<file path="src/rtl/fetch_pkg.sv">
// Shared types and constants for the fetch sequencer slice.
package fetch_pkg;

  localparam int INSTR_WIDTH = 32;
  localparam logic [31:0] PC_STEP = 32'd4;

  typedef enum logic [1:0] {
    BOOT  = 2'd0,
    FETCH = 2'd1,
    FAULT = 2'd2
  } fetch_state_e;

  typedef struct packed {
    logic [31:0]            addr;
    logic [INSTR_WIDTH-1:0] instr;
  } fetch_entry_t;

  function automatic logic is_aligned(input logic [31:0] addr);
    return addr[1:0] == 2'b00;
  endfunction

endpackage

</file>
<file path="src/rtl/fetch_fifo.sv">
// Synchronous FIFO with async reset, occupancy count and a flush that empties it in one cycle.
module fetch_fifo #(
  parameter int WIDTH = 32,
  parameter int DEPTH = 2,
  localparam int PTR_W = (DEPTH > 1) ? $clog2(DEPTH) : 1,
  localparam int CNT_W = $clog2(DEPTH + 1)
) (
  input  logic             i_Clock,
  input  logic             i_Reset,
  input  logic             i_Flush,
  input  logic             i_Push,
  input  logic [WIDTH-1:0] i_Data,
  input  logic             i_Pop,
  output logic [WIDTH-1:0] o_Data,
  output logic [CNT_W-1:0] o_Count,
  output logic             o_Full,
  output logic             o_Empty
);

  logic [WIDTH-1:0] r_mem [DEPTH];
  logic [PTR_W-1:0] r_wr_ptr;
  logic [PTR_W-1:0] r_rd_ptr;
  logic [CNT_W-1:0] r_count;
  logic             w_do_push;
  logic             w_do_pop;

  function automatic logic [PTR_W-1:0] next_ptr(input logic [PTR_W-1:0] ptr);
    return (ptr == PTR_W'(DEPTH - 1)) ? '0 : ptr + PTR_W'(1);
  endfunction

  assign o_Full  = (r_count == CNT_W'(DEPTH));
  assign o_Empty = (r_count == '0);
  assign o_Count = r_count;
  assign o_Data  = r_mem[r_rd_ptr];

  // A full FIFO still accepts a push when the head leaves in the same cycle.
  assign w_do_push = i_Push & (~o_Full | i_Pop) & ~i_Flush;
  assign w_do_pop  = i_Pop & ~o_Empty & ~i_Flush;

  always_ff @(posedge i_Clock or posedge i_Reset) begin
    if (i_Reset) begin
      r_wr_ptr <= '0;
      r_rd_ptr <= '0;
      r_count  <= '0;
    end else if (i_Flush) begin
      r_wr_ptr <= '0;
      r_rd_ptr <= '0;
      r_count  <= '0;
    end else begin
      if (w_do_push) r_wr_ptr <= next_ptr(r_wr_ptr);
      if (w_do_pop)  r_rd_ptr <= next_ptr(r_rd_ptr);
      case ({w_do_push, w_do_pop})
        2'b10:   r_count <= r_count + CNT_W'(1);
        2'b01:   r_count <= r_count - CNT_W'(1);
        default: r_count <= r_count;
      endcase
    end
  end

  always_ff @(posedge i_Clock) begin
    if (w_do_push) r_mem[r_wr_ptr] <= i_Data;
  end

endmodule

</file>
<file path="src/rtl/fetch_sequencer.sv">
// Fetch PC owner: credit-limited pipelined instruction reads, redirect handling with stale-response
// squashing, and an instruction buffer feeding decode.
`ifndef RESET_VECTOR_ADDRESS
`define RESET_VECTOR_ADDRESS 32'h0000_0000
`endif

module fetch_sequencer import fetch_pkg::*; #(
  parameter logic [31:0] RESET_VECTOR    = `RESET_VECTOR_ADDRESS,
  parameter int          MAX_OUTSTANDING = 2,
  parameter int          BUFFER_DEPTH    = 2,
  localparam int         OW              = $clog2(MAX_OUTSTANDING + 1),
  localparam int         BW              = $clog2(BUFFER_DEPTH + 1)
) (
  input  logic                   i_Clock,
  input  logic                   i_Reset,
  input  logic                   i_Redirect,
  input  logic [31:0]            i_RedirectAddress,
  output logic                   o_MemReqValid,
  input  logic                   i_MemReqReady,
  output logic [31:0]            o_MemReqAddress,
  input  logic                   i_MemRespValid,
  input  logic [INSTR_WIDTH-1:0] i_MemRespData,
  output logic                   o_InstrValid,
  input  logic                   i_InstrReady,
  output logic [INSTR_WIDTH-1:0] o_Instr,
  output logic [31:0]            o_InstrAddress,
  output logic                   o_FetchFault,
  output logic [1:0]             o_DebugState,
  output logic [OW-1:0]          o_DebugStale
);

  localparam logic [1:0] ST_BOOT  = BOOT;
  localparam logic [1:0] ST_FETCH = FETCH;
  localparam logic [1:0] ST_FAULT = FAULT;

  logic [1:0]         r_state;
  logic [1:0]         w_state_next;
  logic [31:0]        r_pc;
  logic [OW-1:0]      r_outstanding;
  logic [OW-1:0]      r_stale;
  logic [OW-1:0]      w_out_next;
  logic [31:0]        w_credit_used;
  logic               w_req_fire;
  logic               w_resp_keep;
  logic               w_instr_pop;
  logic               w_target_ok;
  logic [31:0]        w_aq_head;
  logic [OW-1:0]      w_aq_count;
  logic               w_aq_full;
  logic               w_aq_empty;
  fetch_entry_t       w_buf_in;
  fetch_entry_t       w_buf_head;
  logic [BW-1:0]      w_buf_count;
  logic               w_buf_full;
  logic               w_buf_empty;
  logic               w_unused;

  // Every channel transfers on a cycle where valid & ready are both high; valid never waits on ready.
  // Requests are issued only while a buffer slot is reserved for each live (non-stale) response.
  assign w_credit_used = 32'(r_outstanding) - 32'(r_stale) + 32'(w_buf_count);
  assign o_MemReqValid = (r_state == ST_FETCH)
                       && (32'(r_outstanding) < 32'(MAX_OUTSTANDING))
                       && (w_credit_used < 32'(BUFFER_DEPTH));
  assign o_MemReqAddress = r_pc;
  assign w_req_fire      = o_MemReqValid & i_MemReqReady;
  assign w_target_ok     = is_aligned(i_RedirectAddress);
  assign w_resp_keep     = i_MemRespValid & (r_stale == '0) & ~i_Redirect;
  assign w_instr_pop     = o_InstrValid & i_InstrReady & ~i_Redirect;

  assign w_buf_in.addr  = w_aq_head;
  assign w_buf_in.instr = i_MemRespData;

  assign o_InstrValid   = ~w_buf_empty;
  assign o_Instr        = w_buf_head.instr;
  assign o_InstrAddress = w_buf_head.addr;
  assign o_FetchFault   = (r_state == ST_FAULT);
  assign o_DebugState   = r_state;
  assign o_DebugStale   = r_stale;
  assign w_unused       = ^{w_aq_count, w_aq_full, w_aq_empty, w_buf_full};

  fetch_fifo #(.WIDTH(32), .DEPTH(MAX_OUTSTANDING)) u_addr_q (
    .i_Clock (i_Clock),
    .i_Reset (i_Reset),
    .i_Flush (1'b0),
    .i_Push  (w_req_fire),
    .i_Data  (r_pc),
    .i_Pop   (i_MemRespValid),
    .o_Data  (w_aq_head),
    .o_Count (w_aq_count),
    .o_Full  (w_aq_full),
    .o_Empty (w_aq_empty)
  );

  fetch_fifo #(.WIDTH($bits(fetch_entry_t)), .DEPTH(BUFFER_DEPTH)) u_instr_buf (
    .i_Clock (i_Clock),
    .i_Reset (i_Reset),
    .i_Flush (i_Redirect),
    .i_Push  (w_resp_keep),
    .i_Data  (w_buf_in),
    .i_Pop   (w_instr_pop),
    .o_Data  (w_buf_head),
    .o_Count (w_buf_count),
    .o_Full  (w_buf_full),
    .o_Empty (w_buf_empty)
  );

  always_comb begin
    w_out_next = r_outstanding;
    if (w_req_fire && !i_MemRespValid)      w_out_next = r_outstanding + OW'(1);
    else if (!w_req_fire && i_MemRespValid) w_out_next = r_outstanding - OW'(1);
  end

  always_comb begin
    w_state_next = r_state;
    case (r_state)
      ST_BOOT:  w_state_next = (i_Redirect && !w_target_ok) ? ST_FAULT : ST_FETCH;
      ST_FETCH: if (i_Redirect && !w_target_ok) w_state_next = ST_FAULT;
      ST_FAULT: if (i_Redirect && w_target_ok) w_state_next = ST_FETCH;
      default:  w_state_next = ST_BOOT;
    endcase
  end

  always_ff @(posedge i_Clock or posedge i_Reset) begin
    if (i_Reset) begin
      r_state       <= ST_BOOT;
      r_pc          <= RESET_VECTOR;
      r_outstanding <= '0;
      r_stale       <= '0;
    end else begin
      r_state       <= w_state_next;
      r_outstanding <= w_out_next;
      if (i_Redirect) begin
        if (w_target_ok) r_pc <= i_RedirectAddress;
      end else if (w_req_fire) begin
        r_pc <= r_pc + PC_STEP;
      end
      // The response arriving with a redirect is dropped directly, so it is not counted as stale.
      if (i_Redirect)                             r_stale <= w_out_next;
      else if (i_MemRespValid && r_stale != '0)   r_stale <= r_stale - OW'(1);
    end
  end

  a_out_bound: assert property (@(posedge i_Clock) disable iff (i_Reset)
    32'(r_outstanding) <= 32'(MAX_OUTSTANDING));
  a_stale_bound: assert property (@(posedge i_Clock) disable iff (i_Reset)
    r_stale <= r_outstanding);
  a_no_orphan_resp: assert property (@(posedge i_Clock) disable iff (i_Reset)
    i_MemRespValid |-> (r_outstanding != '0));

endmodule

</file>
<file path="config.mk">
export PLATFORM = sky130hd
export DESIGN_NAME = fetch_sequencer
export DESIGN_NICKNAME = d
export VERILOG_FILES = /design/src/rtl/fetch_pkg.sv /design/src/rtl/fetch_fifo.sv /design/src/rtl/fetch_sequencer.sv
export SDC_FILE = /design/constraint.sdc
export NUM_CORES = 1
export LEC_CHECK = 0
export CAP_MARGIN = 25
export CORE_MARGIN = 2
export CORE_UTILIZATION = 45
export DETAILED_ROUTE_END_ITERATION = 8
export PLACE_DENSITY = 0.68
export REMOVE_ABC_BUFFERS = 1
export SYNTH_ARGS = -nofsm -noshare
export SYNTH_HDL_FRONTEND = slang
export SYNTH_SLANG_ARGS = --single-unit
</file>
<file path="constraint.sdc">
create_clock -name i_Clock -period 9.9 [get_ports i_Clock]
set_input_delay 1.485 -clock i_Clock [delete_from_list [all_inputs] [get_ports i_Clock]]
set_output_delay 1.485 -clock i_Clock [all_outputs]
set_load 0.01 [all_outputs]
</file>
==> results of run 1 <==
## power by group
part	internal, uW	leakage (uW)	total, uW	switching, uW
Combinational	371	0.00162	708	338
Sequential	1250	0.00230	1370	123
Clock	551	0.000399	913	362
## cells in the mapped netlist (5+ instances only)
master,count,share of area
nand2_1,18,0.0069
xnor2_1,7,0.0063
nand3_1,14,0.0072
buf_2,5,0.0026
a21oi_1,34,0.017
o32ai_1,6,0.0054
dfrtp_1,46,0.12
mux2_2,97,0.11
o21ai_0,23,0.012
nand4_1,6,0.0039
and4_1,5,0.0045
edfxtp_1,192,0.59
nor2b_1,5,0.0032
ha_1,5,0.0064
o22ai_1,9,0.0058
nor3_1,16,0.0082
inv_1,17,0.0066
nor2_1,24,0.0093
xor2_1,5,0.0045
and3_1,6,0.0039
clkbuf_1,17,0.0066
## critical path, cell delays in order, from the launching register on
cell             delay (ps)
dfrtp_1                 400
ha_1                    220
fa_1                    480
inv_1                    80
fa_1                    460
or4b_4                  530
a211oi_1                240
clkdlybuf4s50_1         570
## layout by cell type, fill, tap and decap left out, types with 16 or more instances in the layout
master           instances
a21oi_1                 34
clkbuf_16               26
clkdlybuf4s50_1        171
dfrtp_1                 45
edfxtp_1               192
inv_1                   16
mux2_2                  97
nand2_1                 18
nor2_1                  22
o21ai_0                 23
## cell families (layout without fill, tap and decap cells)
kind of cell | count (synthesis) | after routing
adder cells (fa/ha/maj) | 7 | 7
buffers and inverters | 43 | 240
AND/OR/NAND/NOR | 113 | 113
AO/OA/AOI/OAI | 110 | 110
multiplexers | 100 | 100
flip-flops | 238 | 238
XOR/XNOR | 12 | 12
## stage by stage
stage,utilization,total power (uW)
floorplan,-,1750
global placement,0.556,2060
detailed placement,0.556,2100
CTS,0.594,3010
global route,0.595,3130
finish,0.595,2990
## sequential cells by signal, summed over array words and instances, names as in the netlist
name,cells
u_instr_buf.r_rd_ptr,1
r_outstanding,2
u_instr_buf.o_Count,2
u_instr_buf.r_wr_ptr,1
u_addr_q.r_wr_ptr,1
u_instr_buf.r_mem,128
o_MemReqAddress,32
o_DebugStale,2
u_addr_q.r_mem,64
u_addr_q.o_Count,2
u_addr_q.r_rd_ptr,1
o_DebugState,2
## routing by layer
| layer | GRT usage | wire length [um] | vias up |
|---|---|---|---|
| li1 | - | - | 2778 |
| met4 | 0.0528 | 380 | 2 |
| met1 | 0.240 | 8840 | 2945 |
| met3 | 0.0434 | 1610 | 41 |
| met2 | 0.320 | 10600 | 239 |
| met5 | 0 | 13 | - |
## cell type report
class	instances	area share
Clock inverter	10	0.00765
Timing Repair Buffer	179	0.141
Inverter	17	0.00507
Tap cell	275	0.0273
Clock buffer	34	0.0564
Sequential cell	238	0.549
Multi-Input combinational cell	342	0.213
## path summary, 6_finish.rpt
path                                          to  cells after the start  slack, ps
setup reg to reg           u_addr_q.r_mem[0][19]                      8       5680
min in group asynchronous     o_MemReqAddress[4]                      2       1180
hold reg to reg             u_addr_q.r_mem[1][0]                      0        510
hold / removal              u_addr_q.r_mem[1][0]                      0        510
setup / recovery                   o_MemReqValid                      7       4920
max in group asynchronous    o_MemReqAddress[19]                      3       8260
==> impl_metrics.json, run 1 <==
{
  "status": "finished, final reports clean",
  "fin_nets": 879,
  "grt_pass1_wl_mm": 32.8,
  "fin_crit_sh": 0.503,
  "drc_errors": 0,
  "cts_setup_buffers": 0,
  "wl_per_cell_um": 19.6,
  "antenna_found_initial": 1,
  "cts.sinks": 238,
  "hold_buffers": 0,
  "die_h_um": 151,
  "ys_seq_area_frac": 0.710,
  "cts_buffers": 24,
  "setup_tns_ps": 0,
  "preCtsSetupSlack_ps": 5470,
  "num_rows": 53,
  "routabilityCongestion": 0.880,
  "fmax_mhz": 201,
  "die_w_um": 151,
  "cp-startpoint": "o_DebugStale[0]",
  "timing.final.ws_setup_ps": 4920,
  "endpoint_kind": "primary output",
  "synthMuxAreaShare": 0.115,
  "port_buffers": 172,
  "path_max_fanout": 3,
  "synth_xor_area_frac": 0.0108,
  "syn2layout_area_growth_pct": 29.3,
  "seqCellArea_um2": 6920,
  "final.min_clock_period_ps": 4980,
  "finalSetupViolCount": 0,
  "grt_usage": 0.187,
  "cts-root-buf": "clkbuf_16",
  "synthAdderAreaFrac": 0.0105,
  "hold_viol_final": 0,
  "viasPerCell": 5.48,
  "ys_warn_count": 0,
  "totalWireLength_mm": 21.5,
  "core_area_um2": 21200,
  "first_iter_violations": 262,
  "postCtsResizedCells": 0,
  "place_inst": 1050,
  "crit_arrival_ps": 3500,
  "ir_drop_v": 0.000120,
  "syn_inst": 623,
  "cts_tree": "done",
  "drt_first_pass_iters": 5,
  "overflow": 0,
  "stdcell_count": 1095,
  "min_path_type": "register to register",
  "maxSlewHeadroom": 0.330,
  "crit_path_start_kind": "register",
  "rsz0062_at_grt": "false",
  "powerDensity_nw_per_um2": 237,
  "leakage_uw": 0.00432,
  "io-pin-count": 173,
  "start_util": 0.460,
  "yosysUniqueCellTypes": 59,
  "antenna_cells": 0,
  "drive_gt1_frac": 0.191,
  "finalInstanceArea_um2": 12600,
  "grt_max_degree": 65,
  "skew_ps": 11.8,
  "cap_violations": 0,
  "cts.path.max_buffers": 3,
  "hold_ws_ps": 507,
  "hp-start": "o_MemReqAddress[0]",
  "place_hpwl_mm": 13.8,
  "die-area_um2": 22800,
  "synth_top_family_by_area": "multiplexers",
  "dr_total_vias": 6005,
  "antenna_left": 0,
  "synth-simple-area-share": 0.0608,
  "drv_slew": 0,
  "worst_slew_pin_slew_ps": 1000,
  "async_flop_share": 0.193,
  "synth_top_flop_cell": "edfxtp_1",
  "critPathKind": "register to primary output",
  "synth_compound_area_frac": 0.0750,
  "ys_ff_latch": 238,
  "insertion_delay_ps": 510,
  "cts_max_level": 1,
  "first_global_vias": 5976,
  "syn_area_um2": 9740,
  "final.fill_count": 1624,
  "syn_avg_cell_area_um2": 15.6,
  "path_clk_slew_ps": 60,
  "crit_required_ps": 8420,
  "multi_input_area_um2": 2680,
  "synth_edf_count": 192,
  "placed_cell_area_um2": 11800,
  "r2r-start": "o_DebugStale[0]"
}
No activity file was read; power rests on OpenSTA's default activity.
==> run 2, diff against run 1 <==
clock period = 5.2 ns   (was 9.9 ns; I/O delays follow)
==> run 2 against run 1 <==
Cell area shrank 0.31%; utilization is 0.18 points lower; sequential cell count unchanged; non-clock buffer count up 2; global-route usage increased by 0.11 points; sequential power is 91% higher; die area did not move.
==> impl_metrics.json, run 2 (synthesized netlist as in run 1, its figures left out) <==
{
  "status": "finished, final reports clean",
  "io-pin-count": 173,
  "first_global_vias": 6341,
  "path_max_fanout": 3,
  "crit_cells": 7,
  "cts.sinks": 238,
  "core_area_um2": 21200,
  "fin_crit_sh": 0.837,
  "leakage_uw": 0.00429,
  "antenna_cells": 0,
  "maxSlewHeadroom": 0.339,
  "max_flop_register": "u_instr_buf.r_mem",
  "cts.path.max_buffers": 3,
  "drc_errors": 0,
  "grt.busiest_layer": "met2",
  "reg2reg_depth": 10,
  "seq_power_share": 0.470,
  "path_buf_inv": 2,
  "drv_slew": 0,
  "clock_power_share": 0.287,
  "cts_tree": "done",
  "first_iter_violations": 421,
  "cpMostUsedCell": "fa_1",
  "met2_usage": 0.322,
  "wl_per_cell_um": 19.6,
  "routabilityCongestion": 0.905,
  "crit_required_ps": 4420,
  "cap_violations": 0,
  "start_util": 0.460,
  "path_clk_slew_ps": 60,
  "crit_path_start_kind": "register",
  "cts_setup_buffers": 0,
  "largest_reg_flops": 128,
  "skew_ps": 11.4,
  "swShare": 0.280,
  "syn2layout_area_growth_pct": 28.9,
  "r2r-start": "o_DebugStale[0]",
  "crit_arrival_ps": 3570,
  "multi_input_area_um2": 2680,
  "worst_slew_pin_slew_ps": 991,
  "critPathKind": "register to primary output",
  "drive_gt1_frac": 0.189,
  "port_buffers": 172,
  "r2r-end": "o_MemReqAddress[27]",
  "path_cells": "ha_1, fa_1, inv_1, fa_1, or4b_4, a211oi_1, clkdlybuf4s50_1",
  "cts_max_level": 1,
  "antenna_found_initial": 0,
  "ir_drop_v": 0.000278,
  "grt_usage": 0.188,
  "hold_ws_ps": 453,
  "insertion_delay_ps": 510,
  "final.fill_count": 1625,
  "die_h_um": 151,
  "finalSetupViolCount": 0,
  "p_sw_uw": 1560,
  "num_rows": 53,
  "fmax_mhz": 230,
  "overflow": 0,
  "final_common_cell": "edfxtp_1",
  "gr-usage-met3": 0.0428,
  "hold_buffers": 0,
  "drt_first_pass_iters": 5,
  "fin_nets": 881,
  "rsz0062_at_grt": "false",
  "dr_total_vias": 6109,
  "place_inst": 1051,
  "worstSetupEndpoint": "o_MemReqValid",
  "totalWireLength_mm": 21.5,
  "antenna_left": 0,
  "final.min_clock_period_ps": 4350,
  "crit_family": "adder cells",
  "grt_max_degree": 65,
  "hold_viol_final": 0,
  "cp-startpoint": "o_DebugStale[0]",
  "slowest_stage": "clkdlybuf4s50_1",
  "cts_buffers": 24,
  "endpoint_kind": "primary output",
  "place_hpwl_mm": 14.0,
  "r2r_setup_slack_ps": 1170,
  "stdcell_count": 1097,
  "postCtsResizedCells": 0,
  "grt_pass1_wl_mm": 33.1,
  "die-area_um2": 22800,
  "p_int_uw": 4000,
  "viasPerCell": 5.57,
  "cpPeakStageDelay_ps": 600,
  "seqCellArea_um2": 6920,
  "layout_common_cells": "192 x edfxtp_1, 171 x clkdlybuf4s50_1, 97 x mux2_2",
  "p_comb_frac": 0.243,
  "gr-usage-met1": 0.236,
  "powerDensity_nw_per_um2": 443,
  "die_w_um": 151,
  "cts-root-buf": "clkbuf_16",
  "min_path_type": "input pin to asynchronous set/reset pin"
}
run 2: cell types whose count changed in the layout (fill, tap and decap cells not counted), sizes merged:
cell	change
buf	+2
clkbuf	+2
clkinvlp	+1
inv	-1
bufinv	-2
run 2: layout make-up:
| cell class | instances | share of cell area |
|---|---|---|
| inverter | 17 | 0.00508 |
| timing repair buffer | 181 | 0.145 |
| clock buffer | 36 | 0.0555 |
| multi-input combinational | 342 | 0.213 |
| tap | 275 | 0.0274 |
| clock inverter | 8 | 0.00289 |
| sequential | 238 | 0.551 |
run 2: worst min-delay path by stage:
stage,start,depth (start not counted),endpoint
6_report,i_Reset,2,o_MemReqAddress[4]
5_1_grt,i_Reset,2,o_MemReqAddress[4]
4_1_cts,u_addr_q.o_Count[1],1,u_addr_q.o_Count[1]
3_5_place_dp,o_MemReqAddress[1],0,u_addr_q.r_mem[1][1]
3_3_place_gp,u_addr_q.o_Count[1],1,u_addr_q.o_Count[1]
2_1_floorplan,u_addr_q.o_Count[1],1,u_addr_q.o_Count[1]
run 2: metal layers:
metal	vias up	share of wire
met5	-	0
met4	0	0.019
met3	36	0.086
met2	269	0.50
met1	3022	0.40
li1	2782	-
run 2: stage by stage:
| stage | worst slack [ps] | utilization | power [uW] | setup TNS, ps | instance area [um^2] |
|---|---|---|---|---|---|
| after floorplan | -1110 | - | 3320 | -118760 | 9630 |
| after global placement | 1190 | 0.557 | 3930 | 0 | 11800 |
| after detailed placement | 1010 | 0.557 | 4000 | 0 | 11800 |
| after CTS | 827 | 0.591 | 5600 | 0 | 12500 |
| after global routing | 743 | 0.593 | 5820 | 0 | 12600 |
| final | 848 | 0.593 | 5560 | 0 | 12600 |
run 2: power by group through the flow:
stage	logic [uW]	registers, uW	clock network (uW)
floorplan	659	2660	0
global placement	1300	2630	0
detailed placement	1350	2650	0
CTS	1360	2620	1630
global route	1460	2650	1700
finish	1350	2610	1600
run 2: worst register-to-register path: cells and delay by family (launching register included):
family | cells | cell delay, ps
buffers and inverters | 2 | 390
AO/OA/AOI/OAI | 3 | 1370
AND/OR/NAND/NOR | 2 | 590
flip-flops | 1 | 400
adder cells (fa/ha/maj) | 3 | 1170
==> run 3, diff against run 2 <==
clock period = 4.2 ns   (was 5.2 ns; I/O delays follow)
==> run 3 against run 2 <==
Critical path depth unchanged; critical path type unchanged; die area unchanged; clock skew down 1.6 ps; critical endpoint unchanged; sequential share of layout area down 0.50 points; register-to-register slack worse by 730 ps; clock-buffer cell count down 3.
==> impl_metrics.json, run 3 (synthesized netlist as in run 1, its figures left out) <==
{
  "cts-root-buf": "clkbuf_16",
  "worstSetupEndpoint": "o_MemReqValid",
  "max_flop_register": "u_instr_buf.r_mem",
  "layout_common_cells": "192 x edfxtp_1, 170 x clkdlybuf4s50_1, 97 x mux2_2",
  "die_h_um": 151,
  "reg2reg_depth": 10,
  "ir_drop_v": 0.000373,
  "fin_util": 0.599,
  "fin_nets": 889,
  "viasPerCell": 5.57,
  "final.min_clock_period_ps": 3890,
  "cts_tree": "done",
  "path_max_fanout": 3,
  "antenna_found_initial": 0,
  "cts.path.max_buffers": 3,
  "skew_ps": 9.73,
  "num_rows": 53,
  "hold_viol_final": 0,
  "antenna_left": 0,
  "path_clk_slew_ps": 60,
  "io-pin-count": 173,
  "drv_slew": 0,
  "leakage_uw": 0.00435,
  "grt_pass1_wl_mm": 33.3,
  "fmax_mhz": 257,
  "grt_max_degree": 47,
  "postCtsResizedCells": 1,
  "status": "finished, final reports clean",
  "r2r-end": "o_MemReqAddress[11]",
  "top_layer": "met4",
  "fin_crit_sh": 0.926,
  "dr_total_vias": 6155,
  "crit_required_ps": 3570,
  "seq_power_share": 0.460,
  "rsz0062_at_grt": "false",
  "critPathKind": "register to primary output",
  "drt_first_pass_iters": 5,
  "die_w_um": 151,
  "maxSlewHeadroom": 0.353,
  "crit_arrival_ps": 3260,
  "endpoint_kind": "primary output",
  "r2r-start": "o_DebugStale[0]",
  "cts_max_level": 1,
  "totalWireLength_mm": 21.7,
  "largest_reg_flops": 128,
  "first_global_vias": 6213,
  "wl_met3_mm": 1.48,
  "crit_path_start_kind": "register",
  "cts_buffers": 25,
  "grt_usage": 0.189,
  "antenna_cells": 0,
  "overflow": 0,
  "hold_buffers": 0,
  "drive_gt1_frac": 0.206,
  "placed_cell_area_um2": 11900,
  "place_hpwl_mm": 14.5,
  "stdcell_count": 1106,
  "p_comb_frac": 0.242,
  "routabilityCongestion": 0.876,
  "min_path_type": "input pin to asynchronous set/reset pin",
  "cts.sinks": 238,
  "core_area_um2": 21200,
  "cp-startpoint": "o_DebugStale[0]",
  "start_util": 0.460,
  "wl_per_cell_um": 19.6,
  "final_common_cell": "edfxtp_1",
  "place_inst": 1059,
  "powerDensity_nw_per_um2": 553,
  "worst_slew_pin_slew_ps": 970,
  "insertion_delay_ps": 510,
  "drc_errors": 0,
  "p_sw_uw": 1970,
  "finalSetupViolCount": 0,
  "syn2layout_area_growth_pct": 30.1,
  "first_iter_violations": 441,
  "route.met2.wl_mm": 10.8,
  "die-area_um2": 22800,
  "finalInstanceArea_um2": 12700,
  "cap_violations": 0,
  "p_int_uw": 5040,
  "r2r_setup_slack_ps": 440,
  "cts_setup_buffers": 0,
  "wl_met1_mm": 8.89,
  "swShare": 0.281,
  "clock_power_share": 0.298,
  "port_buffers": 172
}
run 3: cell count changes in the layout (fill, tap and decap cells not counted):
| cell | delta |
|---|---|
| bufinv_16 | +1 |
| buf_4 | +5 |
| buf_16 | -1 |
| clkinv_2 | +2 |
| clkdlybuf4s50_1 | -1 |
| buf_12 | +2 |
| buf_2 | +1 |
| dlygate4sd2_1 | +1 |
| clkinvlp_4 | +4 |
| clkinv_1 | -4 |
| clkbuf_1 | -3 |
| inv_6 | +2 |
run 3: critical path, stage by stage (launching register included):
cell           delay [ps]
dfrtp_1               400
ha_1                  230
fa_1                  490
inv_1                  70
fa_1                  450
or4b_4                520
a211oi_1              270
dlygate4sd2_1         310
run 3: layout make-up:
| type | instances | area, um^2 |
|---|---|---|
| Sequential cell | 238 | 6920 |
| Tap cell | 275 | 344 |
| Multi-Input combinational cell | 342 | 2680 |
| Timing Repair Buffer | 188 | 1870 |
| Fill cell | 1611 | 8490 |
| Inverter | 17 | 63.8 |
| Clock buffer | 33 | 686 |
| Clock inverter | 13 | 109 |
run 3: per-layer routing:
| layer | track usage | vias to the layer above |
|---|---|---|
| met5 | 0 | - |
| met4 | 0.0579 | 0 |
| met3 | 0.0346 | 44 |
| met2 | 0.330 | 261 |
| met1 | 0.243 | 3050 |
| li1 | - | 2800 |
run 3: how the worst min path moves through the flow:
stage / slack, ps / startpoint / endpoint
2_1_floorplan: 460 / u_addr_q.o_Count[1] / u_addr_q.o_Count[1]
3_3_place_gp: 480 / u_addr_q.o_Count[1] / u_addr_q.o_Count[1]
3_5_place_dp: 490 / o_MemReqAddress[1] / u_addr_q.r_mem[1][1]
4_1_cts: 510 / i_Redirect / u_instr_buf.r_wr_ptr
5_1_grt: 330 / i_Reset / o_MemReqAddress[3]
6_report: 330 / i_Reset / o_MemReqAddress[3]
run 3: stage by stage:
step | power, uW | setup slack (ps) | hold WS, ps | TNS [ps]
3_5_place_dp | 4970 | 462 | 495 | 0
4_1_cts | 7090 | 290 | 511 | 0
5_1_grt | 7350 | 212 | 331 | 0
6_report | 7010 | 312 | 327 | 0
3_3_place_gp | 4890 | 618 | 481 | 0
2_1_floorplan | 4110 | -2020 | 464 | -255450
run 3: power by group through the flow:
stage / Sequential [uW] / Combinational, uW / Clock (uW)
after floorplan: 3300 / 816 / 0
after global placement: 3240 / 1640 / 0
after detailed placement: 3270 / 1700 / 0
after CTS: 3220 / 1710 / 2150
after global routing: 3260 / 1840 / 2250
final: 3220 / 1700 / 2090
